==> src/rtl/wb_arb_pkg.sv <==
// Shared types and constants for the Wishbone register-bank arbiter.
package wb_arb_pkg;

  typedef enum logic [1:0] {
    IDLE = 2'd0,
    XFER = 2'd1,
    HOLD = 2'd2
  } state_t;

  localparam logic [31:0] TIMEOUT_DATA = 32'hDEADBEEF;

  function automatic int idx_width(input int n);
    return (n > 1) ? $clog2(n) : 1;
  endfunction

endpackage

==> src/rtl/rr_arbiter.sv <==
// Round-robin grant selection: first requester after the last-grant pointer wins.
module rr_arbiter import wb_arb_pkg::*; #(
  parameter  int pNREQ = 2,
  localparam int IW    = idx_width(pNREQ)
) (
  input  logic             clk,
  input  logic             arst,
  input  logic [pNREQ-1:0] req,
  input  logic             update,
  output logic [pNREQ-1:0] gnt,
  output logic [IW-1:0]    gnt_idx
);

  logic [IW-1:0] last_r;
  logic          found_s;

  // Two passes: indices above the pointer first, then wrap to those at or below it.
  always_comb begin
    found_s = 1'b0;
    gnt_idx = '0;
    for (int j = 0; j < pNREQ; j++) begin
      if (!found_s && req[j] && (IW'(j) > last_r)) begin
        found_s = 1'b1;
        gnt_idx = IW'(j);
      end else begin
        found_s = found_s;
      end
    end
    for (int j = 0; j < pNREQ; j++) begin
      if (!found_s && req[j] && (IW'(j) <= last_r)) begin
        found_s = 1'b1;
        gnt_idx = IW'(j);
      end else begin
        found_s = found_s;
      end
    end
    if (found_s) begin
      gnt = {{(pNREQ-1){1'b0}}, 1'b1} << gnt_idx;
    end else begin
      gnt = '0;
    end
  end

  // Pointer starts at the last master so master 0 wins the first arbitration.
  always_ff @(posedge clk or posedge arst) begin
    if (arst) begin
      last_r <= IW'(pNREQ - 1);
    end else if (update) begin
      last_r <= gnt_idx;
    end
  end

endmodule

==> src/rtl/wb_reg_arbiter.sv <==
// Round-robin Wishbone arbiter sharing one register-bank slave, with locked (HOLD) cycles.
// Optional ack timeout enabled by defining WB_ARB_TIMEOUT_EN.
module wb_reg_arbiter import wb_arb_pkg::*; #(
  parameter int pNREQ    = 2,
  parameter int pADDRW   = 5,
  parameter int pTIMEOUT = 255
) (
  input  logic                    i_Clk,
  input  logic                    i_ARst,
  input  logic [pNREQ-1:0]        iv_Cyc,
  input  logic [pNREQ-1:0]        iv_Stb,
  input  logic [pNREQ-1:0]        iv_WnR,
  input  logic [32*pNREQ-1:0]     iv_WrData,
  input  logic [pADDRW*pNREQ-1:0] iv_Addr,
  input  logic [4*pNREQ-1:0]      iv_ByteEn,
  output logic [pNREQ-1:0]        ov_Ack,
  output logic [pNREQ-1:0]        ov_Err,
  output logic [31:0]             o32_RdData,
  output logic [pNREQ-1:0]        ov_Gnt,
  output logic                    o_SCyc,
  output logic                    o_SStb,
  output logic                    o_SWnR,
  output logic [31:0]             o32_SWrData,
  output logic [pADDRW-1:0]       ov_SAddr,
  output logic [3:0]              o4_SByteEn,
  input  logic                    i_SAck,
  input  logic [31:0]             i32_SRdData
);

  localparam int IW = idx_width(pNREQ);

  state_t             state_r;
  logic [pNREQ-1:0]   gnt_r;
  logic [IW-1:0]      gidx_r;
  logic [pNREQ-1:0]   req_s;
  logic [pNREQ-1:0]   arb_gnt_s;
  logic [IW-1:0]      arb_idx_s;
  logic               arb_update_s;
  logic               xfer_s;
  logic               g_cyc_s;
  logic               g_stb_s;
  logic               tmo_s;
  logic               g_wnr_s;
  logic [31:0]        g_wdata_s;
  logic [pADDRW-1:0]  g_addr_s;
  logic [3:0]         g_be_s;

  assign req_s        = iv_Cyc & iv_Stb;
  assign arb_update_s = (state_r == IDLE) && (|req_s);
  assign xfer_s       = (state_r == XFER);
  assign g_cyc_s      = iv_Cyc[gidx_r];
  assign g_stb_s      = iv_Stb[gidx_r];

  rr_arbiter #(.pNREQ(pNREQ)) u_rr (
    .clk     (i_Clk),
    .arst    (i_ARst),
    .req     (req_s),
    .update  (arb_update_s),
    .gnt     (arb_gnt_s),
    .gnt_idx (arb_idx_s)
  );

`ifdef WB_ARB_TIMEOUT_EN
  localparam int CW = $clog2(pTIMEOUT + 1);
  logic [CW-1:0] cnt_r;

  assign tmo_s = xfer_s && !i_SAck && g_cyc_s && (cnt_r == CW'(pTIMEOUT - 1));

  // Counts XFER cycles; any other state clears it so each transfer starts at zero.
  always_ff @(posedge i_Clk or posedge i_ARst) begin
    if (i_ARst) begin
      cnt_r <= '0;
    end else if (state_r != XFER) begin
      cnt_r <= '0;
    end else begin
      cnt_r <= cnt_r + CW'(1);
    end
  end
`else
  assign tmo_s = 1'b0;
`endif

  // AND-OR mux of the granted master's fields; all-zero while no grant is held.
  always_comb begin
    g_wnr_s   = 1'b0;
    g_wdata_s = 32'h0;
    g_addr_s  = '0;
    g_be_s    = 4'h0;
    for (int k = 0; k < pNREQ; k++) begin
      g_wnr_s   = g_wnr_s   | (iv_WnR[k] & gnt_r[k]);
      g_wdata_s = g_wdata_s | (iv_WrData[32*k +: 32] & {32{gnt_r[k]}});
      g_addr_s  = g_addr_s  | (iv_Addr[pADDRW*k +: pADDRW] & {pADDRW{gnt_r[k]}});
      g_be_s    = g_be_s    | (iv_ByteEn[4*k +: 4] & {4{gnt_r[k]}});
    end
  end

  // Arbitration FSM: IDLE picks a master, XFER runs one access, HOLD keeps a locked grant.
  always_ff @(posedge i_Clk or posedge i_ARst) begin
    if (i_ARst) begin
      state_r <= IDLE;
      gnt_r   <= '0;
      gidx_r  <= '0;
    end else begin
      case (state_r)
        IDLE: begin
          if (|req_s) begin
            state_r <= XFER;
            gnt_r   <= arb_gnt_s;
            gidx_r  <= arb_idx_s;
          end
        end
        XFER: begin
          if (i_SAck && g_cyc_s) begin
            state_r <= HOLD;
          end else if (i_SAck || !g_cyc_s || tmo_s) begin
            state_r <= IDLE;
            gnt_r   <= '0;
          end
        end
        HOLD: begin
          if (!g_cyc_s) begin
            state_r <= IDLE;
            gnt_r   <= '0;
          end else if (g_stb_s) begin
            state_r <= XFER;
          end
        end
        default: begin
          state_r <= IDLE;
          gnt_r   <= '0;
        end
      endcase
    end
  end

  assign ov_Gnt      = gnt_r;
  assign o_SCyc      = (state_r != IDLE);
  assign o_SStb      = xfer_s;
  assign o_SWnR      = g_wnr_s;
  assign o32_SWrData = g_wdata_s;
  assign ov_SAddr    = g_addr_s;
  assign o4_SByteEn  = g_be_s;
  // A real slave ack in the timeout cycle takes precedence over the error response.
  assign ov_Ack      = (xfer_s && (i_SAck || tmo_s)) ? gnt_r : '0;
  assign ov_Err      = tmo_s ? gnt_r : '0;
  assign o32_RdData  = (xfer_s && i_SAck) ? i32_SRdData : (tmo_s ? TIMEOUT_DATA : 32'h0);

endmodule

==> config.mk <==
export PLATFORM = sky130hd
export DESIGN_NAME = wb_reg_arbiter
export DESIGN_NICKNAME = d
export VERILOG_FILES = /design/src/rtl/wb_arb_pkg.sv /design/src/rtl/rr_arbiter.sv /design/src/rtl/wb_reg_arbiter.sv
export SDC_FILE = /design/constraint.sdc
export NUM_CORES = 1
export LEC_CHECK = 0
export ABC_CLOCK_PERIOD_IN_PS = 1400
export BUFFER_PORTS_ARGS = -buffer_cell sky130_fd_sc_hd__buf_2
export CAP_MARGIN = 25
export CORE_AREA = 4 4 78 80
export CTS_BUF_LIST = sky130_fd_sc_hd__clkbuf_8 sky130_fd_sc_hd__clkbuf_16
export DETAILED_ROUTE_END_ITERATION = 8
export DIE_AREA = 0 0 82 84
export GPL_ROUTABILITY_DRIVEN = 0
export HOLD_SLACK_MARGIN = 0.03
export PLACE_DENSITY = 0.67
export SYNTH_ARGS = -nofsm -noshare
export SYNTH_HDL_FRONTEND = slang
export SYNTH_HIERARCHICAL = 1
export SYNTH_SLANG_ARGS = --single-unit
==> constraint.sdc <==
create_clock -name i_Clk -period 1.4 [get_ports i_Clk]
set_clock_uncertainty 0.15 [all_clocks]
set_input_delay 0.35 -clock i_Clk [delete_from_list [all_inputs] [get_ports i_Clk]]
set_output_delay 0.35 -clock i_Clk [all_outputs]
set_load 0.01 [all_outputs]
==> out/qor.yml, run 1 <==
global_routing:
  grt_pass1_wl_um: 9183
  grt_usage_pct: 16.82
  antenna_found_initial: 0
  overflow: 0
  grt_max_degree: 36
  grt_pass1_vias: 1895
routing:
  drc: 0
  drtIter0Drc: 42
  ant_nets: 0
  wl_per_cell_um: 15.32
  vias: 1897
  first_pass_iters: 4
  viasPerCell: 4.495
  routed_wl_um: 6463
pwr:
  power_switching_mw: 1.175
  p_int_mw: 1.849
  switching_share_pct: 38.85
  pwr-share-seq_pct: 9.8
  pwr-share-comb_pct: 81.0
  power.density_nw_per_um2: 1070
  pwr-share-clk_pct: 9.1
  total_power_mw: 3.024
  ir_drop_v: 0.0006612
  leakagePower_nw: 1.629
synth:
  yosysTopAreaCell: "a22o_1"
  netlist_area_um2: 1166
  ys.flop_type: "dfrtp_1"
  synth_top_area_share_pct: 32.30
  yosysWarningCount: 6
  synth_area_leaders: "a22o_1, and2_4, dfrtp_1"
  synth_compound_area_share_pct: 39.06
  post_synth_inst_count: 134
  synth_cell_types: 28
  async_flop_share_pct: 100.0
  yosysSeqAreaShare_pct: 12.98
  synth_mux_area_share_pct: 4.077
  yosys.area_share.adder_pct: 0
  synth-simple-area-share_pct: 32.19
  ys_ff_latch: 6
  synth_top_family_by_area: "compound AO/OA/AOI/OAI gates"
  synth_edf_count: 0
  synth.avg_cell_area_um2: 8.702
  synthXorXnorAreaFrac_pct: 0
layout:
  diodes: 0
  final_cell_mix: "buf_2, a22o_1, buf_6"
  layout_commonest_cell: "buf_2"
  fin_area_um2: 2826
  layout-drive-gt1-share_pct: 77.71
  final_nets: 474
  utilization_pct: 52.29
  syn_to_final_growth_pct: 142.4
  nFillCells: 504
clock_network:
  cts_sinks: 6
  root_buffer: "clkbuf_8"
  cts_buffers: 3
  htreeDepth: 1
  cts_tree: "done"
  clock_path_buffers: 2
  clkSlewWorstSetupHoldPaths_ps: 40
  clock_latency_ps: 230
worst_hold_path:
  min_to: "state_r[0]$_DFFE_PP0P_"
  hold_path_class: "in2reg"
  min_from: "i_SAck"
  hold_path_depth: 4
worst_setup_path:
  timing.setup.critical_path_class: "reg2out"
  critPathMaxStageDelay_ps: 380
  reg2reg_from: "state_r[1]$_DFFE_PP0P_"
  end_kind: "primary output"
  r2r_slack_ps: -220
  worst_setup_path_start_kind: "flop"
  critPathSlowestCell: "dfrtp_1"
  worstPathMaxFanout: 17
  critPathArrivalTime_ps: 1350
  crit_chain: "and3b_2 > clkbuf_16 > and2_4 > buf_6"
  reg2reg_to: "ov_Gnt[0]$_DFFE_PP0P_"
  path_buf_inv: 2
  worstPathRequired_ps: 900
  crit_start: "state_r[1]$_DFFE_PP0P_"
  r2r_cells: 7
  crit_family: "simple AND/OR/NAND/NOR gates"
  worstSetupPathDepth: 4
floorplan:
  die_h_um: 84
  initial_core_util_pct: 21.57
  die_w_um: 82
  coreArea_um2: 5405
  rows: 27
  dieArea_um2: 6888
  ios: 205
sta:
  drv_slew: 0
  min_period_ps: 1845
  hold_violations: 0
  setup_tns_ps: -30860
  fin_ws_ps: -445.2
  max_clock_freq_mhz: 541.9
  rsz0062_at_grt: "yes"
  fin_crit_sh_pct: 131.8
  setup_viol: 85
placement:
  dp_hpwl_um: 4772
  io_buffers: 202
  place_area_um2: 2301
  dp_slack_ps: -222.3
run_status:
  violations: "negative setup slack"
  status: "complete, but fails checks"
job:
  cap_violations: 0
cells in the mapped netlist, types with 2 or more instances:
master    count
buf_2        10
inv_1         6
dfrtp_1       5
nand3_1       6
buf_6         4
a21boi_0      2
nor2_1        2
buf_4         2
o211ai_1      2
a22o_1       43
and2_1        7
and2_4       29
power groups by stage:
stage / clock network, mW / logic, mW / registers (mW)
4_1_cts: 0.281 / 2.36 / 0.296
5_1_grt: 0.292 / 2.64 / 0.304
3_5_place_dp: 0 / 1.88 / 0.280
3_3_place_gp: 0 / 1.85 / 0.281
6_report: 0.277 / 2.45 / 0.298
2_1_floorplan: 0 / 1.14 / 0.285
worst min-delay path, stage by stage:
cell     delay, ps
buf_2          110
inv_1           70
a32oi_2        100
o31ai_1         60
state kept, by name, summed over array words and instances (netlist names):
register,flops
state_r,2
u_rr/last_r,1
gidx_r,1
ov_Gnt,2
cell families after synthesis:
logic type	count (synthesis)
compound gates	52
buf+inv	22
flops	6
mux	4
other cells	1
simple gates	49
layer usage:
| layer | GRT usage, % | part of all wire (%) | routed length, um |
|---|---|---|---|
| met3 | 2.808 | 8.9 | 575 |
| met2 | 32.33 | 53 | 3396 |
| met1 | 18.71 | 38 | 2431 |
| met5 | 0 | 0 | 0 |
| met4 | 3.172 | 0.91 | 59 |
timing repair:
action                     in CTS  in global routing
gates cloned                    4                  1
hold buffers                    1                  0
buffers inserted                5                  6
gates resized for setup        43                 15
pin swaps                      16                  4
hold endpoints to repair        6                  0
setup endpoints to repair      82                 86
area by class of cell:
type | count | area (um^2) | share of cell area, %
clock buffers | 3 | 41.29 | 1.461
clock inverters | 1 | 3.754 | 0.1328
inverters | 6 | 22.52 | 0.7968
multi-input cells | 107 | 920.9 | 32.58
flip-flops and latches | 6 | 152.6 | 5.401
well taps | 72 | 90.09 | 3.187
repair buffers | 227 | 1595 | 56.44
stage by stage:
step / instances / hold slack, ps
6_report: 422 / 349.0
5_1_grt: 422 / 386.4
4_1_cts: 418 / 349.4
3_5_place_dp: 405 / 125.4
3_3_place_gp: 405 / 120.3
2_1_floorplan: 135 / -21.48
worst max-delay path by stage:
stage and end:
2_1_floorplan o32_RdData[19], 3_3_place_gp o32_RdData[31], 3_5_place_dp o32_RdData[30], 4_1_cts o32_SWrData[4], 5_1_grt o32_RdData[25], 6_report o32_RdData[7]
(Power assumes the default switching activity.)
==> run 2: changes to the inputs <==
- SETUP_SLACK_MARGIN: not set -> 0.05
==> run 2 against run 1 <==
The run still ends with negative setup slack left. Hold slack worse by 32 ps. Worst setup slack better by 21 ps. Via count up 1.8%. Sequential power up 7.4%. Core utilization up 2.2 points. Combinational power up 7%. Critical path depth unchanged. Non-clock buffer count up 5. Clock-buffer cell count unchanged. Register-to-register slack better by 130 ps. Largest power group unchanged.
==> out/qor.yml, run 2 (synthesis gave the netlist of run 1 again) <==
worst_setup_path:
  end_kind: "primary output"
  worstPathRequired_ps: 900  # about the same
  worstPathMaxFanout: 7  # -10
  timing.setup.critical_path_class: "reg2out"
  critPathArrivalTime_ps: 1320  # -30 ps
  worst_setup_path_start_kind: "flop"
global_routing:
  grt_max_degree: 36  # unchanged
  grt_pass1_wl_um: 9149  # -0.37%
  antenna_found_initial: 1  # +1
  grt_pass1_vias: 1880  # -0.79%
  overflow: 0  # unchanged
  grt_usage_pct: 17.10  # +0.29 points
routing:
  viasPerCell: 4.522  # +0.60%
  first_pass_iters: 4  # unchanged
  ant_nets: 0  # unchanged
  drc: 0  # unchanged
  drtIter0Drc: 37  # -12%
  routed_wl_um: 6822  # +5.6%
  vias: 1931  # +1.8%
  wl_per_cell_um: 15.98  # +4.3%
floorplan:
  die_w_um: 82  # unchanged
  coreArea_um2: 5405  # unchanged
  dieArea_um2: 6888  # unchanged
  rows: 27  # unchanged
  initial_core_util_pct: 21.57  # unchanged
  ios: 205  # unchanged
  die_h_um: 84  # unchanged
layout:
  final_nets: 479  # +1.1%
  final_cell_mix: "buf_2, a22o_1, buf_6"
  syn_to_final_growth_pct: 152.4
  utilization_pct: 54.44  # +2.2 points
  layout_commonest_cell: "buf_2"
  seq_area_um2: 153.9  # +0.82%
  nFillCells: 499  # -0.99%
  fin_cells: 427  # +1.2%
  diodes: 0  # unchanged
  fin_area_um2: 2943  # +4.1%
  layout-drive-gt1-share_pct: 77.46  # -0.25 points
  multiInputGateArea_um2: 904.6  # -1.8%
sta:
  drv_slew: 0  # unchanged
  rsz0062_at_grt: "yes"
  finalHoldWorstSlack_ps: 317.5  # -31.53 ps
  fin_ws_ps: -424.6  # +20.57 ps
  fin_crit_sh_pct: 130.3  # -1.5 points
  max_clock_freq_mhz: 548.1  # +1.1%
  setup_viol: 83  # -2.4%
  setup_tns_ps: -31660  # -793.7 ps
  min_period_ps: 1825  # -20.57 ps
  hold_violations: 0  # unchanged
clock_network:
  cts_sinks: 6  # unchanged
  cts_buffers: 3  # unchanged
  htreeDepth: 1  # unchanged
  root_buffer: "clkbuf_8"
  clkSlewWorstSetupHoldPaths_ps: 40  # about the same
  clock_latency_ps: 220  # about the same
  cts_tree: "done"
  clock_path_buffers: 2  # unchanged
run_status:
  violations: "negative setup slack"
  status: "complete, but fails checks"
placement:
  dp_slack_ps: -218.3  # +3.974 ps
  dp_hpwl_um: 4798  # +0.56%
  dp.cells: 404  # -0.25%
  place_area_um2: 2293  # -0.33%
  io_buffers: 202  # unchanged
pwr:
  leakagePower_nw: 1.676  # +2.9%
  total_power_mw: 3.216  # +6.4%
  ir_drop_v: 0.0006094  # -7.8%
  power.density_nw_per_um2: 1093  # +2.1%
worst_hold_path:
  hold_path_class: "in2reg"
job:
  cap_violations: 0  # unchanged
-- run 2: final cells by class --
type / count / share of cell area (%)
Tap cell: 72 / 3.061
Clock inverter: 1 / 0.1276
Multi-Input combinational cell: 107 / 30.74
Sequential cell: 6 / 5.230
Timing Repair Buffer: 232 / 58.67
Clock buffer: 3 / 1.403
Inverter: 6 / 0.7653
-- run 2: worst max-delay path, stage by stage, from the launching register on --
cell and delay [ps]:
dfrtp_2 490, buf_12 160, buf_12 130, a22o_1 190, buf_6 130
-- run 2: worst paths after layout --
kind | start | to | slack [ps] | depth (start not counted)
worst max-delay path | ov_Gnt[1]$_DFFE_PP0P_ | ov_SAddr[4] | -420 | 4
worst min-delay path | i_SAck | state_r[0]$_DFFE_PP0P_ | 320 | 4
worst max register to register | state_r[1]$_DFFE_PP0P_ | ov_Gnt[1]$_DFFE_PP0P_ | -90 | 6
worst min register to register | gidx_r$_DFFE_PP0P_ | gidx_r$_DFFE_PP0P_ | 480 | 2
max in group asynchronous | i_ARst | ov_Gnt[0]$_DFFE_PP0P_ | 450 | 3
min in group asynchronous | i_ARst | state_r[1]$_DFFE_PP0P_ | 450 | 3
-- run 2: power breakdown --
part / internal (mW) / total (mW) / switching [mW]
sequential: 0.235 / 0.320 / 0.0845
clock: 0.189 / 0.269 / 0.0799
combinational: 1.57 / 2.63 / 1.06
total: 1.99 / 3.22 / 1.23
-- run 2: what timing repair did --
action	in CTS	in global routing
resized for setup	44	16
hold buffers	1	0
gates cloned	8	2
buffers inserted	3	7
pin swaps	10	4
endpoints found under the setup margin	83	85
endpoints found under the hold margin	6	0
-- run 2: routing by layer --
| metal | routed length [um] | track usage (%) | share of wire, % | vias up |
|---|---|---|---|---|
| met3 | 644 | 4.104 | 9.4 | 8 |
| met2 | 3698 | 33.73 | 54 | 106 |
| met1 | 2407 | 17.42 | 35 | 877 |
| li1 | - | - | - | 938 |
| met4 | 59 | 3.474 | 0.86 | 2 |
| met5 | 12 | 0 | 0.18 | - |
